==> src/rtl/friscv_h.sv <==
//==============================================================================
// Module      : friscv_h (package)
// Description : Shared definitions for the UART console master: UART register
//               map, status bit positions and console FSM state encoding.
// Revision    : 1.0 - initial release
//==============================================================================
`default_nettype none

package friscv_h;

    // UART register map (byte addresses)
    localparam logic [7:0] UART_CTRL   = 8'h00;
    localparam logic [7:0] UART_DIV    = 8'h04;
    localparam logic [7:0] UART_TX     = 8'h08;
    localparam logic [7:0] UART_RX     = 8'h0C;

    // Status register bit positions
    localparam int         TXFULL_BIT  = 10;
    localparam int         RXEMPTY_BIT = 11;

    // Console FSM state encoding
    typedef logic [2:0] console_state_t;
    localparam console_state_t ST_CFG_DIV  = 3'd0;
    localparam console_state_t ST_CFG_CTRL = 3'd1;
    localparam console_state_t ST_STATUS   = 3'd2;
    localparam console_state_t ST_DECIDE   = 3'd3;
    localparam console_state_t ST_TX_WR    = 3'd4;
    localparam console_state_t ST_RX_RD    = 3'd5;
    localparam console_state_t ST_WAIT     = 3'd6;

endpackage

`default_nettype wire

==> src/rtl/friscv_uart_console_rxbuf.sv <==
//==============================================================================
// Module      : friscv_uart_console_rxbuf
// Description : One-entry RX byte holding register with valid/ready handshake.
//               Loaded by the console FSM after an RX-FIFO read; cleared when
//               the downstream consumer accepts the byte.
// Ports       : aclk/aresetn/srst - clock, async and sync resets
//               i_load/i_data     - load strobe and byte from the UART
//               i_ready           - downstream accept
//               o_valid/o_data    - held byte
// Revision    : 1.0 - initial release
//==============================================================================
`default_nettype none

module friscv_uart_console_rxbuf (
    input  logic       aclk,
    input  logic       aresetn,
    input  logic       srst,
    input  logic       i_load,
    input  logic [7:0] i_data,
    input  logic       i_ready,
    output logic       o_valid,
    output logic [7:0] o_data
);

    logic       r_valid;
    logic [7:0] r_data;

    // The FSM never loads while a byte is held, so load and accept never collide.
    always_ff @(posedge aclk or negedge aresetn) begin
        if (!aresetn) begin
            r_valid <= 1'b0;
            r_data  <= 8'h00;
        end else if (srst) begin
            r_valid <= 1'b0;
            r_data  <= 8'h00;
        end else if (i_load) begin
            r_valid <= 1'b1;
            r_data  <= i_data;
        end else if (r_valid && i_ready) begin
            r_valid <= 1'b0;
        end
    end

    assign o_valid = r_valid;
    assign o_data  = r_data;

endmodule

`default_nettype wire

==> src/rtl/friscv_uart_console.sv <==
//==============================================================================
// Module      : friscv_uart_console
// Description : Bus master in front of the UART register slave. Configures the
//               UART once after reset, then polls status and moves bytes
//               between the TX input stream and the TX FIFO, and between the
//               RX FIFO and the RX output stream, without ever stalling the
//               bus on a full or empty FIFO.
// Ports       : aclk, aresetn (async, active-low), srst (sync, active-high)
//               slv_*  - register bus master (en/wr/addr/wdata/strb, rdata/ready)
//               s_*    - TX byte stream in;  m_* - RX byte stream out
//               cfg_done - UART configured
// Options     : FRISCV_UART_CONSOLE_CRLF_EN - expand LF into CR,LF on TX
// Revision    : 1.0 - initial release
//==============================================================================
`default_nettype none

module friscv_uart_console
    import friscv_h::*;
#(
    parameter int         ADDRW       = 16,
    parameter int         XLEN        = 32,
    parameter int         CLK_DIVIDER = 4,
    parameter logic [7:0] CTRL_INIT   = 8'h01,
    parameter int         POLL_GAP    = 0
)(
    input  logic              aclk,
    input  logic              aresetn,
    input  logic              srst,
    output logic              slv_en,
    output logic              slv_wr,
    output logic [ADDRW-1:0]  slv_addr,
    output logic [XLEN-1:0]   slv_wdata,
    output logic [XLEN/8-1:0] slv_strb,
    input  logic [XLEN-1:0]   slv_rdata,
    input  logic              slv_ready,
    input  logic              s_valid,
    input  logic [7:0]        s_data,
    output logic              s_ready,
    output logic              m_valid,
    output logic [7:0]        m_data,
    input  logic              m_ready,
    output logic              cfg_done
);

    localparam int              STRBW       = XLEN / 8;
    localparam logic [XLEN-1:0] c_div_wdata = XLEN'(CLK_DIVIDER[15:0]);
    localparam logic [15:0]     c_poll_gap  = POLL_GAP[15:0];

    console_state_t    r_state;
    logic              r_en;
    logic              r_wr;
    logic [ADDRW-1:0]  r_addr;
    logic [XLEN-1:0]   r_wdata;
    logic [STRBW-1:0]  r_strb;
    logic              r_s_ready;
    logic              r_cfg_done;
    logic              r_tx_full;
    logic              r_rx_empty;
    logic              r_rr;        // 0: TX served last, 1: RX served last
    logic [15:0]       r_gap;

    logic              w_m_valid;
    logic              w_rx_ok;
    logic              w_tx_ok;
    logic              w_rx_load;
    logic              w_send_cr;
    logic [7:0]        w_tx_byte;
    logic              w_unused_rdata;

`ifdef FRISCV_UART_CONSOLE_CRLF_EN
    logic              r_cr_sent;
    // An LF is preceded by a CR; s_data is held until s_ready so the
    // decision is the same on issue and on completion.
    assign w_send_cr = (s_data == 8'h0A) && !r_cr_sent;
    assign w_tx_byte = w_send_cr ? 8'h0D : s_data;
`else
    assign w_send_cr = 1'b0;
    assign w_tx_byte = s_data;
`endif

    // Only one RX byte is buffered, so reads wait until it is consumed.
    assign w_rx_ok   = !r_rx_empty && !w_m_valid;
    assign w_tx_ok   = s_valid && !r_tx_full;
    assign w_rx_load = (r_state == ST_RX_RD) && r_en && slv_ready;

    // Only the byte lanes and status bits are consumed from read data.
    assign w_unused_rdata = ^{slv_rdata, w_send_cr};

    always_ff @(posedge aclk or negedge aresetn) begin
        if (!aresetn) begin
            r_state    <= ST_CFG_DIV;
            r_en       <= 1'b0;
            r_wr       <= 1'b0;
            r_addr     <= '0;
            r_wdata    <= '0;
            r_strb     <= '0;
            r_s_ready  <= 1'b0;
            r_cfg_done <= 1'b0;
            r_tx_full  <= 1'b0;
            r_rx_empty <= 1'b1;
            r_rr       <= 1'b0;
            r_gap      <= '0;
`ifdef FRISCV_UART_CONSOLE_CRLF_EN
            r_cr_sent  <= 1'b0;
`endif
        end else if (srst) begin
            r_state    <= ST_CFG_DIV;
            r_en       <= 1'b0;
            r_wr       <= 1'b0;
            r_addr     <= '0;
            r_wdata    <= '0;
            r_strb     <= '0;
            r_s_ready  <= 1'b0;
            r_cfg_done <= 1'b0;
            r_tx_full  <= 1'b0;
            r_rx_empty <= 1'b1;
            r_rr       <= 1'b0;
            r_gap      <= '0;
`ifdef FRISCV_UART_CONSOLE_CRLF_EN
            r_cr_sent  <= 1'b0;
`endif
        end else begin
            r_s_ready <= 1'b0;
            // Each bus state issues its request when slv_en is low and
            // retires it on slv_ready. Entering the next state with slv_en
            // low guarantees an idle cycle between requests.
            case (r_state)
                ST_CFG_DIV: begin
                    if (!r_en) begin
                        r_en    <= 1'b1;
                        r_wr    <= 1'b1;
                        r_addr  <= ADDRW'(UART_DIV);
                        r_wdata <= c_div_wdata;
                        r_strb  <= STRBW'(2'b11);
                    end else if (slv_ready) begin
                        r_en    <= 1'b0;
                        r_state <= ST_CFG_CTRL;
                    end
                end
                ST_CFG_CTRL: begin
                    if (!r_en) begin
                        r_en    <= 1'b1;
                        r_wr    <= 1'b1;
                        r_addr  <= ADDRW'(UART_CTRL);
                        r_wdata <= XLEN'(CTRL_INIT);
                        r_strb  <= STRBW'(1'b1);
                    end else if (slv_ready) begin
                        r_en       <= 1'b0;
                        r_cfg_done <= 1'b1;
                        r_state    <= ST_STATUS;
                    end
                end
                ST_STATUS: begin
                    if (!r_en) begin
                        r_en    <= 1'b1;
                        r_wr    <= 1'b0;
                        r_addr  <= ADDRW'(UART_CTRL);
                        r_wdata <= '0;
                        r_strb  <= '0;
                    end else if (slv_ready) begin
                        r_en       <= 1'b0;
                        r_tx_full  <= slv_rdata[TXFULL_BIT];
                        r_rx_empty <= slv_rdata[RXEMPTY_BIT];
                        r_state    <= ST_DECIDE;
                    end
                end
                ST_DECIDE: begin
                    if (w_rx_ok && w_tx_ok) begin
                        r_state <= r_rr ? ST_TX_WR : ST_RX_RD;
                        r_rr    <= !r_rr;
                    end else if (w_rx_ok) begin
                        r_state <= ST_RX_RD;
                    end else if (w_tx_ok) begin
                        r_state <= ST_TX_WR;
                    end else begin
                        r_gap   <= '0;
                        r_state <= ST_WAIT;
                    end
                end
                ST_TX_WR: begin
                    if (!r_en) begin
                        r_en    <= 1'b1;
                        r_wr    <= 1'b1;
                        r_addr  <= ADDRW'(UART_TX);
                        r_wdata <= XLEN'(w_tx_byte);
                        r_strb  <= STRBW'(1'b1);
                    end else if (slv_ready) begin
                        r_en    <= 1'b0;
                        r_state <= ST_STATUS;
`ifdef FRISCV_UART_CONSOLE_CRLF_EN
                        if (w_send_cr) begin
                            r_cr_sent <= 1'b1;
                        end else begin
                            r_cr_sent <= 1'b0;
                            r_s_ready <= 1'b1;
                        end
`else
                        r_s_ready <= 1'b1;
`endif
                    end
                end
                ST_RX_RD: begin
                    if (!r_en) begin
                        r_en    <= 1'b1;
                        r_wr    <= 1'b0;
                        r_addr  <= ADDRW'(UART_RX);
                        r_wdata <= '0;
                        r_strb  <= '0;
                    end else if (slv_ready) begin
                        r_en    <= 1'b0;
                        r_state <= ST_STATUS;
                    end
                end
                ST_WAIT: begin
                    if (r_gap == c_poll_gap) begin
                        r_gap   <= '0;
                        r_state <= ST_STATUS;
                    end else begin
                        r_gap   <= r_gap + 16'd1;
                    end
                end
                default: begin
                    r_en    <= 1'b0;
                    r_state <= ST_CFG_DIV;
                end
            endcase
        end
    end

    friscv_uart_console_rxbuf u_rxbuf (
        .aclk    (aclk),
        .aresetn (aresetn),
        .srst    (srst),
        .i_load  (w_rx_load),
        .i_data  (slv_rdata[7:0]),
        .i_ready (m_ready),
        .o_valid (w_m_valid),
        .o_data  (m_data)
    );

    assign slv_en    = r_en;
    assign slv_wr    = r_wr;
    assign slv_addr  = r_addr;
    assign slv_wdata = r_wdata;
    assign slv_strb  = r_strb;
    assign s_ready   = r_s_ready;
    assign m_valid   = w_m_valid;
    assign cfg_done  = r_cfg_done;

endmodule

`default_nettype wire

==> config.mk <==
export PLATFORM = sky130hd
export DESIGN_NAME = friscv_uart_console
export DESIGN_NICKNAME = d
export VERILOG_FILES = /design/src/rtl/friscv_h.sv /design/src/rtl/friscv_uart_console_rxbuf.sv /design/src/rtl/friscv_uart_console.sv
export SDC_FILE = /design/constraint.sdc
export NUM_CORES = 1
export LEC_CHECK = 0
export BUFFER_PORTS_ARGS = -buffer_cell sky130_fd_sc_hd__buf_4
export CAP_MARGIN = 40
export CORE_MARGIN = 1.5
export CORE_UTILIZATION = 52
export DETAILED_ROUTE_END_ITERATION = 6
export GPL_TIMING_DRIVEN = 0
export PLACE_DENSITY = 0.86
export SETUP_SLACK_MARGIN = 0.2
export SLEW_MARGIN = 20
export SYNTH_ARGS = -nofsm -noshare
export SYNTH_HDL_FRONTEND = slang
export SYNTH_SLANG_ARGS = --single-unit
==> constraint.sdc <==
create_clock -name aclk -period 2.88 [get_ports aclk]
set_clock_uncertainty 0.15 [all_clocks]
set_input_delay 0.144 -clock aclk [delete_from_list [all_inputs] [get_ports aclk]]
set_output_delay 0.144 -clock aclk [all_outputs]
set_load 0.005 [all_outputs]
# Yosys cells after proc, flatten, opt, wreduce, memory -nomap -nowiden
# Cells that the tools add are included.
# totals
ff_bits	87
output_inout_bits	65
word_cells	149
# classes
n_addsub	1
n_eq_ne	25
n_mux	68
reduce_logical	41
# ops
operator	count
$mux W16	10
$mux W32	5
$pmux W32 S4	1
$pmux W16 S4	1
$ne A3 B3 Y1 const B	16
$pmux W16 S2	1
$mux W1	29
$mux W3	8
$add A16 B1 Y16 const B	1
$logic_not A16 Y1	1
$mux W4	4
$mux W8	2
$pmux W3 S5	1
$reduce_bool A2 Y1	7
$pmux W4 S3	1
$reduce_and A5 Y1	2
$reduce_bool A5 Y1	2
$eq A3 B3 Y1 const B	3
$reduce_and A3 Y1	3
$reduce_bool A3 Y1	3
$reduce_and A4 Y1	2
$reduce_or A2 Y1	4
$reduce_and A7 Y1	1
$eq A3 B2 Y1 const B	2
12 further kinds	25

# Longest topological paths before layout
# logic_depth
word_depth	7
ltp_mapped	9
depth_no_buf	7

# Hierarchy
# Synthesis repeated with hierarchy kept, for this count alone.
# unflattened
cells_unflattened	295
hier_area_um2	2767.7
# modules_own_cells
mod	n_inst	cells_each	area_each_um2	seq_area_each_um2
friscv_uart_console	1	265	2401.1	952.2
friscv_uart_console_rxbuf	1	30	366.6	225.2

# Worst setup path after synthesis
# No wires, ideal clock.
# synth_timing
path_kind	register -> register
startpoint	register r_gap[0]
endpoint	register r_gap[15]
setup_time_ps	126
arrival_time_ps	1552
required_time_ps	2604
path_slack_ps	1052
path_stages_with_launch	10
n_path_buf	2
cell_sequence	dfrtp_1 > inv_1 > ha_1 > nor4b_2 > nand4_1 > and3_1 > buf_6 > buf_6 > a21oi_2 > o22ai_1
# synth_between
elab_chain_len	4
elab_cells_between_ends	5
classes_between	1 x add/sub; 3 x mux; 1 x reduce/logical
# synth_lines
element	line	rtl
from (decl)	friscv_uart_console.sv:60	logic [15:0] r_gap;
from (signal assigned)	friscv_uart_console.sv:219	r_gap <= r_gap + 16'd1;
$add A16 B1 Y16 / $logic_not A16 Y1 (equally long branches)	friscv_uart_console.sv:219, friscv_uart_console.sv:215	
$mux W16 (*)	friscv_uart_console.sv:215	if (r_gap == c_poll_gap) begin
$pmux W16 S2 (*)	friscv_uart_console.sv:127	case (r_state)
$mux W16 (*)	friscv_uart_console.sv:106	end else if (srst) begin
# Mark *: on every way between the ends. The rest lies on a longest branch, timed or not.
# A chain may end at the register's enable or synchronous reset.

# Worst setup path in the final report
# layout_timing
startpoint	register r_state[0]
endpoint	register r_rx_empty
# layout_between
elab_chain_len	3
# layout_lines
element	line	rtl
from (decl)	friscv_uart_console.sv:49	console_state_t r_state;
from (signal assigned)	friscv_uart_console.sv:169	r_state <= r_rr ? ST_TX_WR : ST_RX_RD;
$eq A3 B2 Y1	friscv_uart_console.sv:127	
$reduce_bool A2 Y1 (no line)	n/a	
$reduce_and A3 Y1 (no line)	n/a	
to (signal assigned)	friscv_uart_console.sv:163	r_rx_empty <= slv_rdata[RXEMPTY_BIT];
to (decl)	friscv_uart_console.sv:58	logic r_rx_empty;
# No other way between the ends.

==> results by group <==
Routing
  • Iteration count of the initial detailed-routing pass: 4
  • Wire per inst: 13.61 microns
  • # DRC: 0
  • Final wirelength: 6356 microns
  • Vias/cell: 5.075
  • Via count: 2,370
  • DR iter-0 viols: 170
  • Final antenna-violating net count: 0

Clock tree
  • Clock buffer depth: 2
  • CTS sink count: 47
  • Number of H-tree levels: 2
  • Clock transition at path regs: 100 ps
  • Cts hold-fix bufs: 21
  • Setup Buffers After CTS: 0
  • Clock latency at the later pin of the worst-skew pair: 320 ps
  • CTS Buf Count: 5
  • PostCTS Resize Cnt: 0
  • CTS root buffer: clkbuf_8
  • CTS tree: yes

Run
  • Maxcap violations: 0

Critical path
  • Crit path largest cell delay: 550 ps
  • Reg2Reg Setup Slack: 440 ps
  • CP startpoint kind: register
  • CP arrival: 2530 ps
  • Buf/Inv on CP: 2
  • Crit end category: register
  • Crit path max fanout: 10
  • Slowest stage cell, crit path: dlygate4sd3_1
  • CP required: 2970 ps
  • Cell chain of the critical path: clkbuf_1 > nor2_1 > nand3_1 > mux2i_1 > nand2_1 > dlygate4sd3_1
  • Critical path's top delay family: buffers and inverters
  • Setup CP Type: reg -> reg

Placement
  • Post-Place Cell Area: 3219 sq um
  • Inst Count DP: 438
  • IO Port Bufs: 47
  • GP Congestion: 0.8878
  • Post-Place Setup Slack: 852.5 ps
  • Hpwl dp: 3961 microns

STA
  • Slew HR: 52.59%
  • Final setup vio count: 0
  • Final setup margin: 442.7 ps
  • Post-Route Setup TNS: 0 ps
  • Hold_ws: 116.0 ps
  • RSZ-0062 raised after global routing: false
  • Min Tclk post-route: 2437 ps
  • Fin. max-slew vios: 0
  • Period utilization: 84.63%
  • Max Freq: 410.3 MHz
  • Tightest Pin Transition: 711.2 ps
  • Fin. Hold Viols: 0

Floorplanning
  • I/O pins: 111
  • Die Y: 74.20 microns
  • Initial Utilization: 54.73%
  • Die footprint: 5506 sq um
  • Core area: 4817 sq um
  • Row count: 25
  • Die W: 74.20 microns

Cells and area
  • Syn-to-layout area delta: 33.70%
  • Fin cells: 467
  • Final instance area: 3525 sq um
  • Fillers: 350
  • Final nets: 447
  • Final core utilization: 73.17%
  • Leading cell type in the layout, fill and taps excluded: buf_4
  • Ant diodes: 0
  • Commonest cells after routing, fill and taps aside: buf_4 (87), dfrtp_1 (46), conb_1 (40)
  • Share of layout cells above drive strength 1: 27.00%

GRT
  • Vias in the first global route: 2,196
  • Initial antenna violation count: 0
  • First-pass GRT wire length: 10,150 microns
  • Tot GR Track Use: 24.39%
  • GRT overflow: 0
  • Largest net degree at the start of global routing: 48

Yosys
  • Synth warn: 0
  • Asr flop ratio synth: 100.0%
  • Number of synthesized flops with an enable pin: 0
  • Count of cell types in the netlist: 48
  • Post-synthesis sequential area ratio: 44.66%
  • Flops & latches, synth: 47
  • Synth Instances: 285
  • Mean post-synth cell area: 9.250 sq um
  • Top FF cell, synth: dfrtp_1
  • Post-Syn Area: 2636 sq um

Power and ir drop
  • Pwr dens: 374.8 nW/um^2
  • Power consumption: 1.321 mW
  • Lkg Pwr: 1.818 nW
  • Worst VDD drop: 318.5 uV

Run status
  • Status: completed

Hold path
  • Hold crit path type: in -> reg
[final cells by class]
class,instances,area (sq um),area share (%)
buffer,53,370.4,10.51
clock buffer,5,68.82,1.952
clock inverter,3,26.28,0.7455
inverter,11,41.29,1.171
multi-input combinational,213,1194,33.87
sequential,47,1177,33.40
tap,67,83.83,2.378
timing repair buffer,68,563.0,15.97
[synthesized netlist by cell type, drive strengths merged (2+ instances only)]
master	number	share of area (%)
nor2	26	3.7
a22oi	2	0.57
and3	3	0.71
mux2i	10	3.8
nand4	5	1.2
o211ai	2	0.57
inv	11	1.6
a22o	6	2.0
a221oi	2	0.90
xor2	2	0.66
o21a	4	1.1
nor3	3	0.57
ha	2	0.95
nor4	3	0.71
clkbuf	6	0.85
dfrtp	46	44
and2	6	1.4
o21ai	18	3.4
a21oi	19	3.7
nand3	10	2.1
nor2b	2	0.47
buf	47	13
a21o	2	0.57
a31oi	4	0.95
nand2	24	3.4
or3	5	1.2
[worst paths after layout]
| kind | from | endpoint | cells after the start |
|---|---|---|---|
| worst max-delay path | r_state[0] | r_rx_empty | 6 |
| min in group asynchronous | aresetn | r_rr | 2 |
| worst max register to register | r_state[0] | r_rx_empty | 6 |
| max in group asynchronous | aresetn | r_gap[6] | 2 |
| worst min register to register | slv_wdata[6] | slv_wdata[6] | 2 |
| worst min-delay path | srst | slv_strb[0] | 3 |
[sequential cells by signal, indices dropped and copies added (netlist names)]
| name | flops |
|---|---|
| slv_wr | 1 |
| slv_en | 1 |
| r_state | 3 |
| r_gap | 16 |
| r_rx_empty | 1 |
| cfg_done | 1 |
| slv_strb | 2 |
| r_rr | 1 |
| slv_addr | 2 |
| r_tx_full | 1 |
| s_ready | 1 |
| u_rxbuf.o_valid | 1 |
| u_rxbuf.o_data | 8 |
| slv_wdata | 8 |
[power by group]
part / switching, mW / internal, mW
logic: 0.0970 / 0.106
clock network: 0.255 / 0.181
registers: 0.0104 / 0.672
[kinds of logic after synthesis]
| group | synth area share [%] |
|---|---|
| flip-flops | 44.66 |
| other | 0.1422 |
| multiplexers | 3.797 |
| adder cells (fa/ha/maj) | 1.329 |
| XOR/XNOR | 0.6646 |
| AO/OA/AOI/OAI | 16.47 |
| AND/OR/NAND/NOR | 17.32 |
| buffers and inverters | 15.61 |
[worst min-delay path, cell delays in order]
cell and delay [ps]:
buf_2 210, nor2_1 90, o21a_1 100
[metal layers]
metal	GRT usage, %	part of all wire, %	vias up
met3	4.607	4.6	10
met2	41.87	53	80
met5	0	0	-
li1	-	-	1141
met4	9.259	1.6	0
met1	30.59	40	1139
Power figures use the tool's default switching activity.
